===== src/rtl/alu_pkg.sv =====
// Shared ALU definitions: FSM state encoding, add/subtract mode constants and
// the WIDTH/DIGIT legality check used by the digit-serial arithmetic path.
`ifndef ALU_PKG_SV
`define ALU_PKG_SV

// Elaboration-time rejection of unusable WIDTH/DIGIT combinations.
`define ALU_PARAM_CHECK(W, D) \
  if ((W) < 1 || (D) < 1 || (D) > (W) || ((W) % (D)) != 0) begin : g_param_check \
    $error("illegal WIDTH/DIGIT combination"); \
  end

package alu_pkg;

  typedef enum logic [1:0] {
    StIdle = 2'd0,
    StRun  = 2'd1,
    StFin  = 2'd2
  } state_t;

  localparam logic MODE_ADD = 1'b0;
  localparam logic MODE_SUB = 1'b1;

endpackage

`endif


===== src/rtl/adder_slice.sv =====
// Combinational DIGIT-bit ripple-carry chain of full-adder cells.
// Ports:
//   a, b  : digit operands
//   cin   : carry into bit 0
//   s     : digit sum
//   cout  : carry out of the top bit
//   ctop  : carry into the top bit (overflow detection on the MSB digit)
module adder_slice #(
  parameter int unsigned DIGIT = 4
) (
  input  logic [DIGIT-1:0] a,
  input  logic [DIGIT-1:0] b,
  input  logic             cin,
  output logic [DIGIT-1:0] s,
  output logic             cout,
  output logic             ctop
);

  logic [DIGIT:0] c;

  always_comb begin
    c    = '0;
    s    = '0;
    c[0] = cin;
    for (int i = 0; i < int'(DIGIT); i++) begin
      s[i]   = a[i] ^ b[i] ^ c[i];
      c[i+1] = (a[i] & b[i]) | (c[i] & (a[i] ^ b[i]));
    end
  end

  assign cout = c[DIGIT];
  assign ctop = c[DIGIT-1];

endmodule


===== src/rtl/digit_serial_adder.sv =====
// Multi-cycle adder/subtractor processing DIGIT bits per clock. A run takes
// WIDTH/DIGIT cycles; results are only published on the edge that enters FIN.
// Ports:
//   clk, rst_n          : clock, asynchronous active-low reset
//   start               : request, accepted when ready=1
//   a, b, cin, sub      : operands, carry-in, mode (0 add, 1 subtract); sampled on accept
//   ready, busy, done   : handshake; done is a one-cycle pulse in FIN
//   sum, cout, ovf      : held result, carry-out (1 = no borrow on subtract), signed overflow
module digit_serial_adder
  import alu_pkg::*;
#(
  parameter int unsigned WIDTH = 16,
  parameter int unsigned DIGIT = 4
) (
  input  logic             clk,
  input  logic             rst_n,
  input  logic             start,
  input  logic [WIDTH-1:0] a,
  input  logic [WIDTH-1:0] b,
  input  logic             cin,
  input  logic             sub,
  output logic             ready,
  output logic             busy,
  output logic             done,
  output logic [WIDTH-1:0] sum,
  output logic             cout,
  output logic             ovf
);

  `ALU_PARAM_CHECK(WIDTH, DIGIT)

  localparam int unsigned N  = WIDTH / DIGIT;
  localparam int unsigned CW = (N > 1) ? $clog2(N) : 1;

  state_t           state_q, state_d;
  logic [WIDTH-1:0] a_q, b_q, psum_q;
  logic             carry_q;
  logic [CW-1:0]    cnt_q;
  logic [WIDTH-1:0] sum_q;
  logic             cout_q, ovf_q;

  logic [DIGIT-1:0] sl_sum;
  logic             sl_cout, sl_ctop;
  logic             accept, last;
  logic [WIDTH-1:0] psum_nxt;

  adder_slice #(
    .DIGIT(DIGIT)
  ) u_slice (
    .a   (a_q[DIGIT-1:0]),
    .b   (b_q[DIGIT-1:0]),
    .cin (carry_q),
    .s   (sl_sum),
    .cout(sl_cout),
    .ctop(sl_ctop)
  );

  // New digit enters at the top; after N digits digit 0 sits at the LSB.
  assign psum_nxt = (psum_q >> DIGIT) | (WIDTH'(sl_sum) << (WIDTH - DIGIT));
  assign last     = (cnt_q == CW'(N - 1));

  always_comb begin
    state_d = state_q;
    ready   = 1'b0;
    busy    = 1'b0;
    done    = 1'b0;
    accept  = 1'b0;
    unique case (state_q)
      StIdle: begin
        ready  = 1'b1;
        accept = start;
        if (start) state_d = StRun;
      end
      StRun: begin
        busy = 1'b1;
        if (last) state_d = StFin;
      end
      StFin: begin
        ready   = 1'b1;
        done    = 1'b1;
        accept  = start;
        state_d = start ? StRun : StIdle;
      end
      default: state_d = StIdle;
    endcase
  end

  always_ff @(posedge clk or negedge rst_n) begin
    if (!rst_n) begin
      state_q <= StIdle;
      a_q     <= '0;
      b_q     <= '0;
      psum_q  <= '0;
      carry_q <= 1'b0;
      cnt_q   <= '0;
      sum_q   <= '0;
      cout_q  <= 1'b0;
      ovf_q   <= 1'b0;
    end else begin
      state_q <= state_d;
      if (accept) begin
        // Subtract is A + ~B + 1; the +1 rides in through the carry register.
        a_q     <= a;
        b_q     <= b ^ {WIDTH{sub == MODE_SUB}};
        carry_q <= cin ^ (sub != MODE_ADD);
        cnt_q   <= '0;
      end else if (state_q == StRun) begin
        a_q     <= a_q >> DIGIT;
        b_q     <= b_q >> DIGIT;
        carry_q <= sl_cout;
        psum_q  <= psum_nxt;
        cnt_q   <= cnt_q + CW'(1);
        if (last) begin
          sum_q  <= psum_nxt;
          cout_q <= sl_cout;
          ovf_q  <= sl_cout ^ sl_ctop;
        end
      end
    end
  end

  assign sum  = sum_q;
  assign cout = cout_q;
  assign ovf  = ovf_q;

endmodule


===== config.mk =====
export PLATFORM = sky130hd
export DESIGN_NAME = digit_serial_adder
export DESIGN_NICKNAME = d
export VERILOG_FILES = /design/src/rtl/alu_pkg.sv /design/src/rtl/adder_slice.sv /design/src/rtl/digit_serial_adder.sv
export SDC_FILE = /design/constraint.sdc
export NUM_CORES = 1
export LEC_CHECK = 0
export CORE_MARGIN = 8
export CORE_UTILIZATION = 55
export DETAILED_ROUTE_END_ITERATION = 7
export GPL_ROUTABILITY_DRIVEN = 0
export GPL_TIMING_DRIVEN = 0
export PLACE_DENSITY = 0.84
export SLEW_MARGIN = 10
export SYNTH_ARGS = -nofsm -noshare
export SYNTH_HDL_FRONTEND = slang
export SYNTH_SLANG_ARGS = --single-unit
export TNS_END_PERCENT = 50

===== constraint.sdc =====
create_clock -name clk -period 3.4 [get_ports clk]
set_clock_uncertainty 0.1 [all_clocks]
set_input_delay 0.68 -clock clk [delete_from_list [all_inputs] [get_ports clk]]
set_output_delay 0.68 -clock clk [all_outputs]
set_load 0.02 [all_outputs]

# --- Word level (Yosys, flattened, before mapping) ---
# Index checks and enable logic that the tools add are counted.
word_totals:
  register_bits: 71
  input_bits: 37
  out_inout_bits: 21
  word_cells: 62
op_classes:
  add_sub_neg: 1
  eq_ne: 5
  n_mux: 16
  bitwise: 25
  reduce_logical: 6
ops:
  columns: ["cell", "count"]
  rows:
  - ["$mux 16", 4]
  - ["$or 12x16->16", 1]
  - ["$xor 16x16->16", 1]
  - ["$xor 1x1->1", 10]
  - ["$and 1x1->1", 8]
  - ["$mux 2", 4]
  - ["$mux 1", 7]
  - ["$pmux 2 s3", 1]
  - ["$eq 2x2->1 const B", 2]
  - ["$ne 2x2->1 const B", 2]
  - ["$or 1x1->1", 4]
  - ["$reduce_and 2->1", 2]
  - ["$reduce_and 3->1", 1]
  - ["$add 2x1->2 const B", 1]
  - ["$eq 2x1->1 const B", 1]
  - ["$logic_not 2->1", 1]
  - ["$reduce_bool 2->1", 1]
  - ["$reduce_or 2->1", 1]
  - ["$not 1->1", 1]

# --- Depth between registers and ports, before layout ---
# Gate-level depths: netlist of run 1.
logic_depth:
  depth_word: 11
  mapped_depth: 10
  depth_no_buf: 10

# --- Modules after synthesis ---
# A second synthesis of run 1 with hierarchy kept.
hier_totals:
  hier_cells: 239
  hier_area_um2: 2975.4
modules_own_cells:
  columns: ["mod", "n_inst", "cells_per_inst", "area_each_um2", "seq_area_each_um2"]
  rows:
  - ["digit_serial_adder", 1, 227, 2865.2, 1676.6]
  - ["adder_slice", 1, 12, 110.1, 0.0]

# --- Worst setup path after synthesis of run 1 ---
# No wires, ideal clock.
synth_timing:
  path_type: "reg2reg"
  startpoint: "register a_q[0]"
  endpoint: "register psum_q[15]"
  setup_time_ns: 0.083
  arrival_time_ns: 2.046
  required_time_ns: 3.217
  setup_slack_ns: 1.171
  path_stages_with_launch: 9
  path_buffers: 0
  period_less_slack_ns: 2.229
  cell_sequence: "dfrtp_1 fa_1 inv_1 fa_1 inv_1 fa_1 inv_1 fa_1 o21ai_0"
synth_via:
  elab_chain_cells: 9
  elab_cells_between_ends: 10
  classes_between: "bitwise: 10"
synth_lines:
  columns: ["element", "line_no", "source"]
  rows:
  - ["from (decl)", "digit_serial_adder.sv:36", "logic [WIDTH-1:0] a_q, b_q, psum_q;"]
  - ["from (signal assigned)", "digit_serial_adder.sv:108", "a_q <= a_q >> DIGIT;"]
  - ["$xor 1x1->1", "adder_slice.sv:27", "c[i+1] = (a[i] & b[i]) | (c[i] & (a[i] ^ b[i]));"]
  - ["$and 1x1->1", "adder_slice.sv:27", null]
  - ["$or 1x1->1 *", "adder_slice.sv:27", null]
  - ["$and 1x1->1 *", "adder_slice.sv:27", null]
  - ["$or 1x1->1 *", "adder_slice.sv:27", null]
  - ["$and 1x1->1 *", "adder_slice.sv:27", null]
  - ["$or 1x1->1 *", "adder_slice.sv:27", null]
  - ["$xor 1x1->1 *", "adder_slice.sv:26", "s[i] = a[i] ^ b[i] ^ c[i];"]
  - ["$or 12x16->16 *", "digit_serial_adder.sv:59", "assign psum_nxt = (psum_q >> DIGIT) | (WIDTH'(sl_sum) << (WIDTH - DIGIT));"]
  - ["to (signal assigned)", "digit_serial_adder.sv:111", "psum_q <= psum_nxt;"]
  - ["to (decl)", "digit_serial_adder.sv:36", null]
# Mark *: on every way between the ends. The rest lies on a longest branch, timed or not.
# A chain may end at the register's enable or synchronous reset.

# --- Worst setup path in the final report of run 1 ---
layout_timing:
  startpoint: "register state_q[0]"
  endpoint: "output busy"
layout_via:
  elab_chain_cells: 2
layout_lines:
  columns: ["element", "line_no", "source"]
  rows:
  - ["from (decl)", "digit_serial_adder.sv:35", "state_t state_q, state_d;"]
  - ["from (signal assigned)", "digit_serial_adder.sv:90", "state_q <= StIdle;"]
  - ["from (signal assigned)", "digit_serial_adder.sv:100", "state_q <= state_d;"]
  - ["$eq 2x1->1", "digit_serial_adder.sv:68", "unique case (state_q)"]
  - ["$mux 1", "digit_serial_adder.sv:68", null]
  - ["to (decl)", "digit_serial_adder.sv:23", "output logic busy,"]
# Every way passes these cells.

==> results_dict.tcl, run 1 <==
set metrics [dict create \
    ant_nets 0 \
    yosysTopAreaCell "dfrtp_1" \
    firstDrtPassIters 4 \
    ir_worst_vdd_v 0.000556 \
    end_kind "primary output" \
    start_util 0.556 \
    critPathRequiredTime_ns 2.62 \
    die_x_um 89.9 \
    slowest_delay_ns 0.66 \
    rsz0062_at_grt "false" \
    finalHoldViolCount 0 \
    cts_buffers 9 \
    regArea_sq_um 1680 \
    power_mw 3.82 \
    post_cts_buffers 0 \
    ys_ff_latch 67 \
    antenna_found_initial 0 \
    min_period_over_period 0.843 \
    whs_ns 0.336 \
    worstPathCellList "nand2b_1 -> buf_4 -> inv_4 -> buf_2 -> clkdlybuf4s50_1" \
    slew_violations 0 \
    drt_iter0_drc 107 \
    worst_pin_slew_ns 0.821 \
    drcViolationCount 0 \
    yosys.cell_count.top_type "nand2_1" \
    fp.dieH_um 89.9 \
    synth-async-reset-ratio 1.00 \
    vias 2324 \
    dpl_cell_area_sq_um 3650 \
    cts_sinks 67 \
    io_buffer_count 56 \
    diodes 0 \
    fp.coreArea_sq_um 5410 \
    path_buf_inv 4 \
    synth_ff_type "dfrtp_1" \
    nNetsFinal 404 \
    status "completed" \
    grt_first_pass_wirelength_um 11400 \
    drive_gt1_frac 0.136 \
    p_leak_nw 1.78 \
    worstHoldPathType "in2async" \
    clock_latency_ns 0.34 \
    synth_cell_type_count 29 \
    max_freq_ghz 0.349 \
    synth_area_leaders "dfrtp_1 (56%), nand2_1 (11%), xor2_1 (5.0%)" \
    areaGrowthSynthToFinish_pct 28.7 \
    final_cell_area_sq_um 3860 \
    start_kind "register" \
    ios 58 \
    clk_pin_slew_ns 0.07 \
    fin_crit_ns 2.87 \
    slew_headroom 0.452 \
    crit_slowest_cell "clkdlybuf4s50_1" \
    multi_input_area_sq_um 1160 \
    cts_tree "built" \
    critical_path_class "reg2out" \
    syn_area_sq_um 3000 \
    maxCapViolCount 0 \
    htreeDepth 3 \
    grt.overflow.total 0 \
    synth.top_cell.area_share 0.558 \
    synth-edff-count 0 \
    cts_resized 0 \
    grt_use_total 0.173 \
    cts_hold_buf 0 \
    grt_pass1_vias 2421 \
    dieArea_sq_um 8080 \
    grt_start_max_net_pins 68 \
    critical_path_arrival_ns 2.09 \
    vias_per_cell 5.29 \
    syn_nets 337 \
    ys_seq_area_frac 0.558 \
    synthCells 295 \
    ys_top_cells_by_count "nand2_1 (86), dfrtp_1 (67), a31oi_1 (20), nor2_1 (20), xor2_1 (17)" \
    p_per_area_nw_per_um2 989 \
    ys_warn_count 0 \
    syn_avg_cell_area_sq_um 10.2 \
    post-dp-hpwl_um 4640 \
    finalWirelength_um 6640 \
    crit_family "buffers and inverters" \
    rows 27 \
    cts_root_buf "clkbuf_8" \
    crit_path_max_fanout 10 \
    cts_max_path_buffers 2 \
    nFillCells 408 \
    setup_viol 0 \
    wl_per_cell_um 15.1 \
]
==> sequential cells by signal (all words and copies together), names as in the netlist <==
name,flops
a_q,16
b_q,16
carry_q,1
cnt_q,2
cout,1
ovf,1
psum_q,12
state_q,2
sum,16
==> cell families (layout without fill, tap and decap cells) <==
logic type               after synthesis  after routing  share of synthesized area
adder cells (fa/ha/maj)                5              5                     0.0308
XOR/XNOR                              18             18                     0.0525
AND/OR/NAND/NOR                      118            118                      0.157
buffers and inverters                 30            102                     0.0562
AO/OA/AOI/OAI                         43             43                     0.0921
multiplexers                          14             14                     0.0525
flip-flops                            67             67                      0.558
==> cell type report <==
cell class | count | area share
repair buffers | 56 | 0.144
flip-flops and latches | 67 | 0.434
inverters | 10 | 0.0104
well taps | 72 | 0.0233
clock buffers | 12 | 0.0427
plain buffers | 20 | 0.0334
multi-input cells | 198 | 0.300
clock inverters | 4 | 0.0123
==> where the power goes <==
part           total [mW]  leakage, nW  switching, mW  internal (mW)
sequential           1.41        0.829          0.227           1.18
combinational        1.71        0.845          0.936          0.778
clock               0.700        0.108          0.304          0.396
==> final timing paths <==
| check | to | startpoint | depth (start not counted) | slack (ns) |
|---|---|---|---|---|
| worst min register to register | psum_q[6] | psum_q[6] | 2 | 0.38 |
| max in group asynchronous | b_q[1] | rst_n | 1 | 2.33 |
| worst max register to register | carry_q | a_q[0] | 10 | 0.99 |
| min in group clk | psum_q[6] | psum_q[6] | 2 | 0.38 |
| worst min-delay path | sum[6] | rst_n | 1 | 0.34 |
| worst max-delay path | busy | state_q[0] | 5 | 0.53 |
==> stage by stage <==
| stage | setup WS [ns] | setup TNS (ns) | cells | utilization |
|---|---|---|---|---|
| after floorplan | 1.17 | 0 | 295 | - |
| after global placement | -0.543 | -36.11 | 423 | 0.676 |
| after detailed placement | 0.928 | 0 | 423 | 0.675 |
| after CTS | 0.519 | 0 | 439 | 0.715 |
| after global routing | 0.404 | 0 | 439 | 0.715 |
| final | 0.534 | 0 | 439 | 0.715 |
==> worst reg2reg max path: cells and delay by family, from the launching register on <==
| kind | cells | cell delay (ns) |
|---|---|---|
| AO/OA/AOI/OAI | 2 | 0.27 |
| adder cells (fa/ha/maj) | 4 | 1.22 |
| buffers and inverters | 3 | 0.22 |
| flip-flops | 1 | 0.41 |
| AND/OR/NAND/NOR | 1 | 0.07 |
==> layer usage <==
layer	vias to the layer above	wire length (um)	global-route usage
met5	-	0	0
met2	81	3290	0.279
met4	0	119	0.0804
met1	1133	2820	0.205
met3	12	408	0.0582
li1	1098	-	-
==> cell usage in the layout, fill, tap and decap left out, types with 2 or more instances in the layout <==
master / instances
nor3_1: 2
a21oi_1: 5
clkbuf_8: 12
nand2_1: 86
a22oi_1: 2
buf_2: 10
buf_6: 4
a31oi_1: 20
nand3_1: 3
nor2b_1: 2
a221o_1: 2
a22o_1: 5
o21ai_0: 8
dfrtp_1: 67
nand2b_1: 2
clkdlybuf4s50_1: 55
fa_1: 4
buf_4: 4
clkbuf_1: 3
inv_1: 9
nor2_1: 20
clkinv_2: 2
mux2_2: 13
xor2_1: 17
(Power assumes the default switching activity.)
==> run 2: changes to the inputs <==
--- a/config.mk
+++ b/config.mk
@@ -6,11 +6,11 @@
 export NUM_CORES = 1
 export LEC_CHECK = 0
 export CORE_MARGIN = 8
-export CORE_UTILIZATION = 55
+export CORE_UTILIZATION = 51
 export DETAILED_ROUTE_END_ITERATION = 7
 export GPL_ROUTABILITY_DRIVEN = 0
 export GPL_TIMING_DRIVEN = 0
-export PLACE_DENSITY = 0.84
+export PLACE_DENSITY = 0.79
 export SLEW_MARGIN = 10
 export SYNTH_ARGS = -nofsm -noshare
 export SYNTH_HDL_FRONTEND = slang
==> constraint.sdc (replaced) <==
create_clock -name clk -period 2.7 [get_ports clk]
set_clock_uncertainty 0.1 [all_clocks]
set_input_delay 0.54 -clock clk [delete_from_list [all_inputs] [get_ports clk]]
set_output_delay 0.54 -clock clk [all_outputs]
set_load 0.02 [all_outputs]
==> results_dict.tcl, run 2 (synthesized netlist as in run 1, its figures left out) <==
set metrics [dict create \
    status "completed" \
    dpl_cell_area_sq_um 3650 \
    drt_iter0_drc 104 \
    setup_slack_ns 0.319 \
    slew_violations 0 \
    crit_path_max_fanout 2 \
    worst_pin_slew_ns 0.832 \
    grt_pass1_vias 2378 \
    final_cell_area_sq_um 3840 \
    start_util 0.516 \
    io_buffer_count 56 \
    setup_viol 0 \
    drcViolationCount 0 \
    ant_nets 0 \
    grt.overflow.total 0 \
    grt_first_pass_wirelength_um 11200 \
    vias 2298 \
    critical_path_class "reg2reg" \
    cts_hold_buf 0 \
    vias_per_cell 5.20 \
    die_x_um 92.7 \
    grt_start_max_net_pins 68 \
    clock_latency_ns 0.34 \
    cts_buffers 9 \
    rows 28 \
    antenna_found_initial 0 \
    fin_crit_ns 2.38 \
    pre_cts_ws_ns 0.318 \
    ios 58 \
    nNetsFinal 404 \
    drive_gt1_frac 0.134 \
    ir_worst_vdd_v 0.000697 \
    p_leak_nw 1.77 \
    start_kind "register" \
    finalWirelength_um 6540 \
    critPathRequiredTime_ns 2.85 \
    firstDrtPassIters 4 \
    htreeDepth 3 \
    cts_root_buf "clkbuf_8" \
    fp.dieH_um 92.7 \
    nFillCells 460 \
    post-dp-hpwl_um 4770 \
    final_cell_mix "nand2_1 (86), dfrtp_1 (67), clkdlybuf4s50_1 (54)" \
    diodes 0 \
    areaGrowthSynthToFinish_pct 27.8 \
    max_freq_ghz 0.420 \
    cts_max_path_buffers 2 \
    slew_headroom 0.445 \
    critical_path_arrival_ns 2.53 \
    finalHoldViolCount 0 \
    final_common_cell "nand2_1" \
    wl_per_cell_um 14.8 \
    maxCapViolCount 0 \
    dieArea_sq_um 8600 \
    end_kind "register" \
    cts_sinks 67 \
    min_period_over_period 0.882 \
    cts_tree "built" \
    clk_pin_slew_ns 0.07 \
    r2r_cells 8 \
    grt_use_total 0.165 \
    fp.coreArea_sq_um 5820 \
    rsz0062_at_grt "false" \
    worstHoldPathType "in2async" \
    p_per_area_nw_per_um2 1210 \
]
==> run 2: critical path: stages (launching register included) <==
cell	delay [ns]
dfrtp_1	0.40
fa_1	0.42
inv_1	0.08
fa_1	0.16
inv_1	0.05
fa_1	0.39
inv_1	0.09
fa_1	0.41
o21ai_0	0.19
==> run 2: power breakdown <==
part / switching (mW) / internal, mW / total, mW
sequential: 0.286 / 1.49 / 1.77
combinational: 1.15 / 0.974 / 2.13
clock: 0.373 / 0.380 / 0.754
total: 1.81 / 2.84 / 4.65
==> run 2: path summary, 6_finish.rpt <==
path                              end  startpoint  slack, ns
max reg2reg                psum_q[15]      a_q[0]       0.32
min reg2reg                 psum_q[6]   psum_q[6]       0.38
min in group clk            psum_q[6]   psum_q[6]       0.38
min                            sum[2]       rst_n       0.20
max in group asynchronous     carry_q       rst_n       1.75
max                        psum_q[15]      a_q[0]       0.32
==> run 2: cell type report <==
class                           count  area (sq um)  share of cell area
Sequential cell                    67          1680               0.437
Multi-Input combinational cell    198          1160               0.302
Timing Repair Buffer               56           561               0.146
Clock buffer                       12           155              0.0404
Buffer                             20           129              0.0336
Tap cell                           75          93.8              0.0245
Inverter                           10          40.0              0.0104
Clock inverter                      4          25.0             0.00652
==> run 2: through the flow <==
stage | hold slack [ns] | std cells | utilization | setup TNS (ns) | power, mW
3_3_place_gp | 0.355 | 426 | 0.629 | -76.50 | 3.86
5_1_grt | 0.275 | 442 | 0.660 | 0 | 5.04
3_5_place_dp | 0.360 | 426 | 0.628 | 0 | 3.94
2_1_floorplan | 0.144 | 295 | - | 0 | 3.16
6_report | 0.201 | 442 | 0.660 | 0 | 4.65
4_1_cts | 0.226 | 442 | 0.659 | 0 | 4.71
==> run 2: timing repair <==
action,in CTS,in global routing
setup buffers,0,0
gates resized for setup,0,1
setup endpoints to repair,0,1
==> run 2: layer usage <==
metal  global-route usage  routed length (um)  vias up
met5                    0                   0        -
met4               0.0752                 116        0
met3               0.0388                 341       13
met2                0.263                3210       74
met1                0.208                2870     1110
li1                     -                   -     1101
==> run 3: changes to the inputs <==
--- a/config.mk
+++ b/config.mk
@@ -6,11 +6,10 @@
 export NUM_CORES = 1
 export LEC_CHECK = 0
 export CORE_MARGIN = 8
-export CORE_UTILIZATION = 51
+export CORE_UTILIZATION = 35
 export DETAILED_ROUTE_END_ITERATION = 7
 export GPL_ROUTABILITY_DRIVEN = 0
 export GPL_TIMING_DRIVEN = 0
-export PLACE_DENSITY = 0.79
 export SLEW_MARGIN = 10
 export SYNTH_ARGS = -nofsm -noshare
 export SYNTH_HDL_FRONTEND = slang
==> results_dict.tcl, run 3 (synthesized netlist as in run 1, its figures left out) <==
set metrics [dict create \
    finalWirelength_um 6770 \
    dieArea_sq_um 11800 \
    switching_share 0.392 \
    diodes 0 \
    grt.overflow.total 0 \
    p_clk_frac 0.182 \
    ant_nets 0 \
    drt_iter0_drc 114 \
    vias_per_cell 4.78 \
    grt_use_total 0.121 \
    maxCapViolCount 0 \
    end_kind "primary output" \
    combPwrFrac 0.448 \
    p_sw_mw 1.87 \
    die_x_um 109 \
    drcViolationCount 0 \
    vias 2266 \
    nNetsFinal 406 \
    status "completed" \
    htreeDepth 3 \
    post-dp-hpwl_um 5000 \
    final_common_cell "nand2_1" \
    fp.coreArea_sq_um 8260 \
    setup_viol 0 \
    start_kind "register" \
    critPathRequiredTime_ns 2.06 \
    finalHoldViolCount 0 \
    cts_root_buf "clkbuf_8" \
    cts_sinks 67 \
    cts_max_path_buffers 2 \
    post_cts_buffers 0 \
    min_period_over_period 0.909 \
    grt_first_pass_wirelength_um 11100 \
    critical_path_arrival_ns 1.81 \
    slew_headroom 0.673 \
    pre_cts_ws_ns 0.326 \
    p_per_area_nw_per_um2 1210 \
    drive_gt1_frac 0.138 \
    cts_tree "built" \
    fin_crit_ns 2.45 \
    clk_pin_slew_ns 0.08 \
    io_buffer_count 56 \
    setup_slack_ns 0.246 \
    crit_slowest_cell "dfrtp_1" \
    ir_worst_vdd_v 0.000463 \
    crit_family "buffers and inverters" \
    crit_path_max_fanout 10 \
    cts_buffers 9 \
    worstPathCellList "nand2b_1 -> buf_4 -> inv_4 -> buf_2 -> dlygate4sd2_1" \
    slew_violations 0 \
    start_util 0.364 \
    power_mw 4.78 \
    clock_latency_ns 0.35 \
    critical_path_class "reg2out" \
    grt_pass1_vias 2295 \
    intPower_mw 2.91 \
    areaGrowthSynthToFinish_pct 31.0 \
    grt_start_max_net_pins 59 \
    worstHoldPathType "reg2reg" \
    firstDrtPassIters 5 \
    max_freq_ghz 0.407 \
    rsz0062_at_grt "false" \
    p_seq_frac 0.370 \
    ios 58 \
    antenna_found_initial 0 \
    final_cell_mix "nand2_1 (86), dfrtp_1 (67), clkdlybuf4s50_1 (54)" \
    slowest_delay_ns 0.43 \
    rows 33 \
    wl_per_cell_um 14.3 \
    worst_pin_slew_ns 0.490 \
    path_buf_inv 4 \
    p_leak_nw 1.79 \
    fp.dieH_um 109 \
]
## run 3: final cells by class
| type | count | area (sq um) |
|---|---|---|
| multi-input combinational | 198 | 1160 |
| clock buffer | 9 | 124 |
| timing repair buffer | 58 | 594 |
| sequential | 67 | 1680 |
| clock inverter | 7 | 82.6 |
| buffer | 20 | 129 |
| fill | 816 | 4320 |
| inverter | 10 | 40.0 |
| tap | 105 | 131 |
## run 3: tightest hold or removal path: stages, from the launching register on
cell and delay, ns:
dfrtp_1 0.35, nand2_1 0.05, nand2_1 0.05
## run 3: stage by stage
stage / util / hold WS [ns] / cell area, sq um / std cells / TNS, ns
2_1_floorplan: - / 0.144 / 3000 / 295 / 0
3_3_place_gp: 0.447 / 0.356 / 3690 / 456 / -84.30
3_5_place_dp: 0.450 / 0.286 / 3720 / 457 / 0
4_1_cts: 0.477 / 0.382 / 3940 / 474 / 0
5_1_grt: 0.477 / 0.411 / 3940 / 474 / 0
6_report: 0.477 / 0.379 / 3940 / 474 / 0
## run 3: final timing paths
kind	depth (start not counted)	endpoint	slack, ns	start
min in group asynchronous	2	sum[2]	0.46	rst_n
max in group asynchronous	3	a_q[6]	1.53	rst_n
worst max register to register	8	sum[15]	0.31	a_q[0]
worst min-delay path	2	psum_q[6]	0.38	psum_q[6]
worst max-delay path	5	busy	0.25	state_q[1]
worst min register to register	2	psum_q[6]	0.38	psum_q[6]
## run 3: what timing repair did
item / in CTS / in global routing
endpoints found under the hold margin: 9 / 0
setup endpoints to repair: 1 / 0
resized for setup: 1 / 0
hold buffers: 1 / 0
## run 3: layer usage
metal	vias up	GRT usage	wire, um
li1	1102	-	-
met1	1096	0.152	3110
met2	61	0.191	3180
met3	7	0.0431	420
met4	0	0.0381	61
met5	-	0	0
## run 3: power by group through the flow
stage | sequential [mW] | combinational, mW | clock (mW)
final | 1.77 | 2.14 | 0.871
after global routing | 1.83 | 2.40 | 0.939
after CTS | 1.77 | 2.18 | 0.897
after detailed placement | 1.79 | 2.17 | 0
after global placement | 1.78 | 2.13 | 0
after floorplan | 1.87 | 1.29 | 0
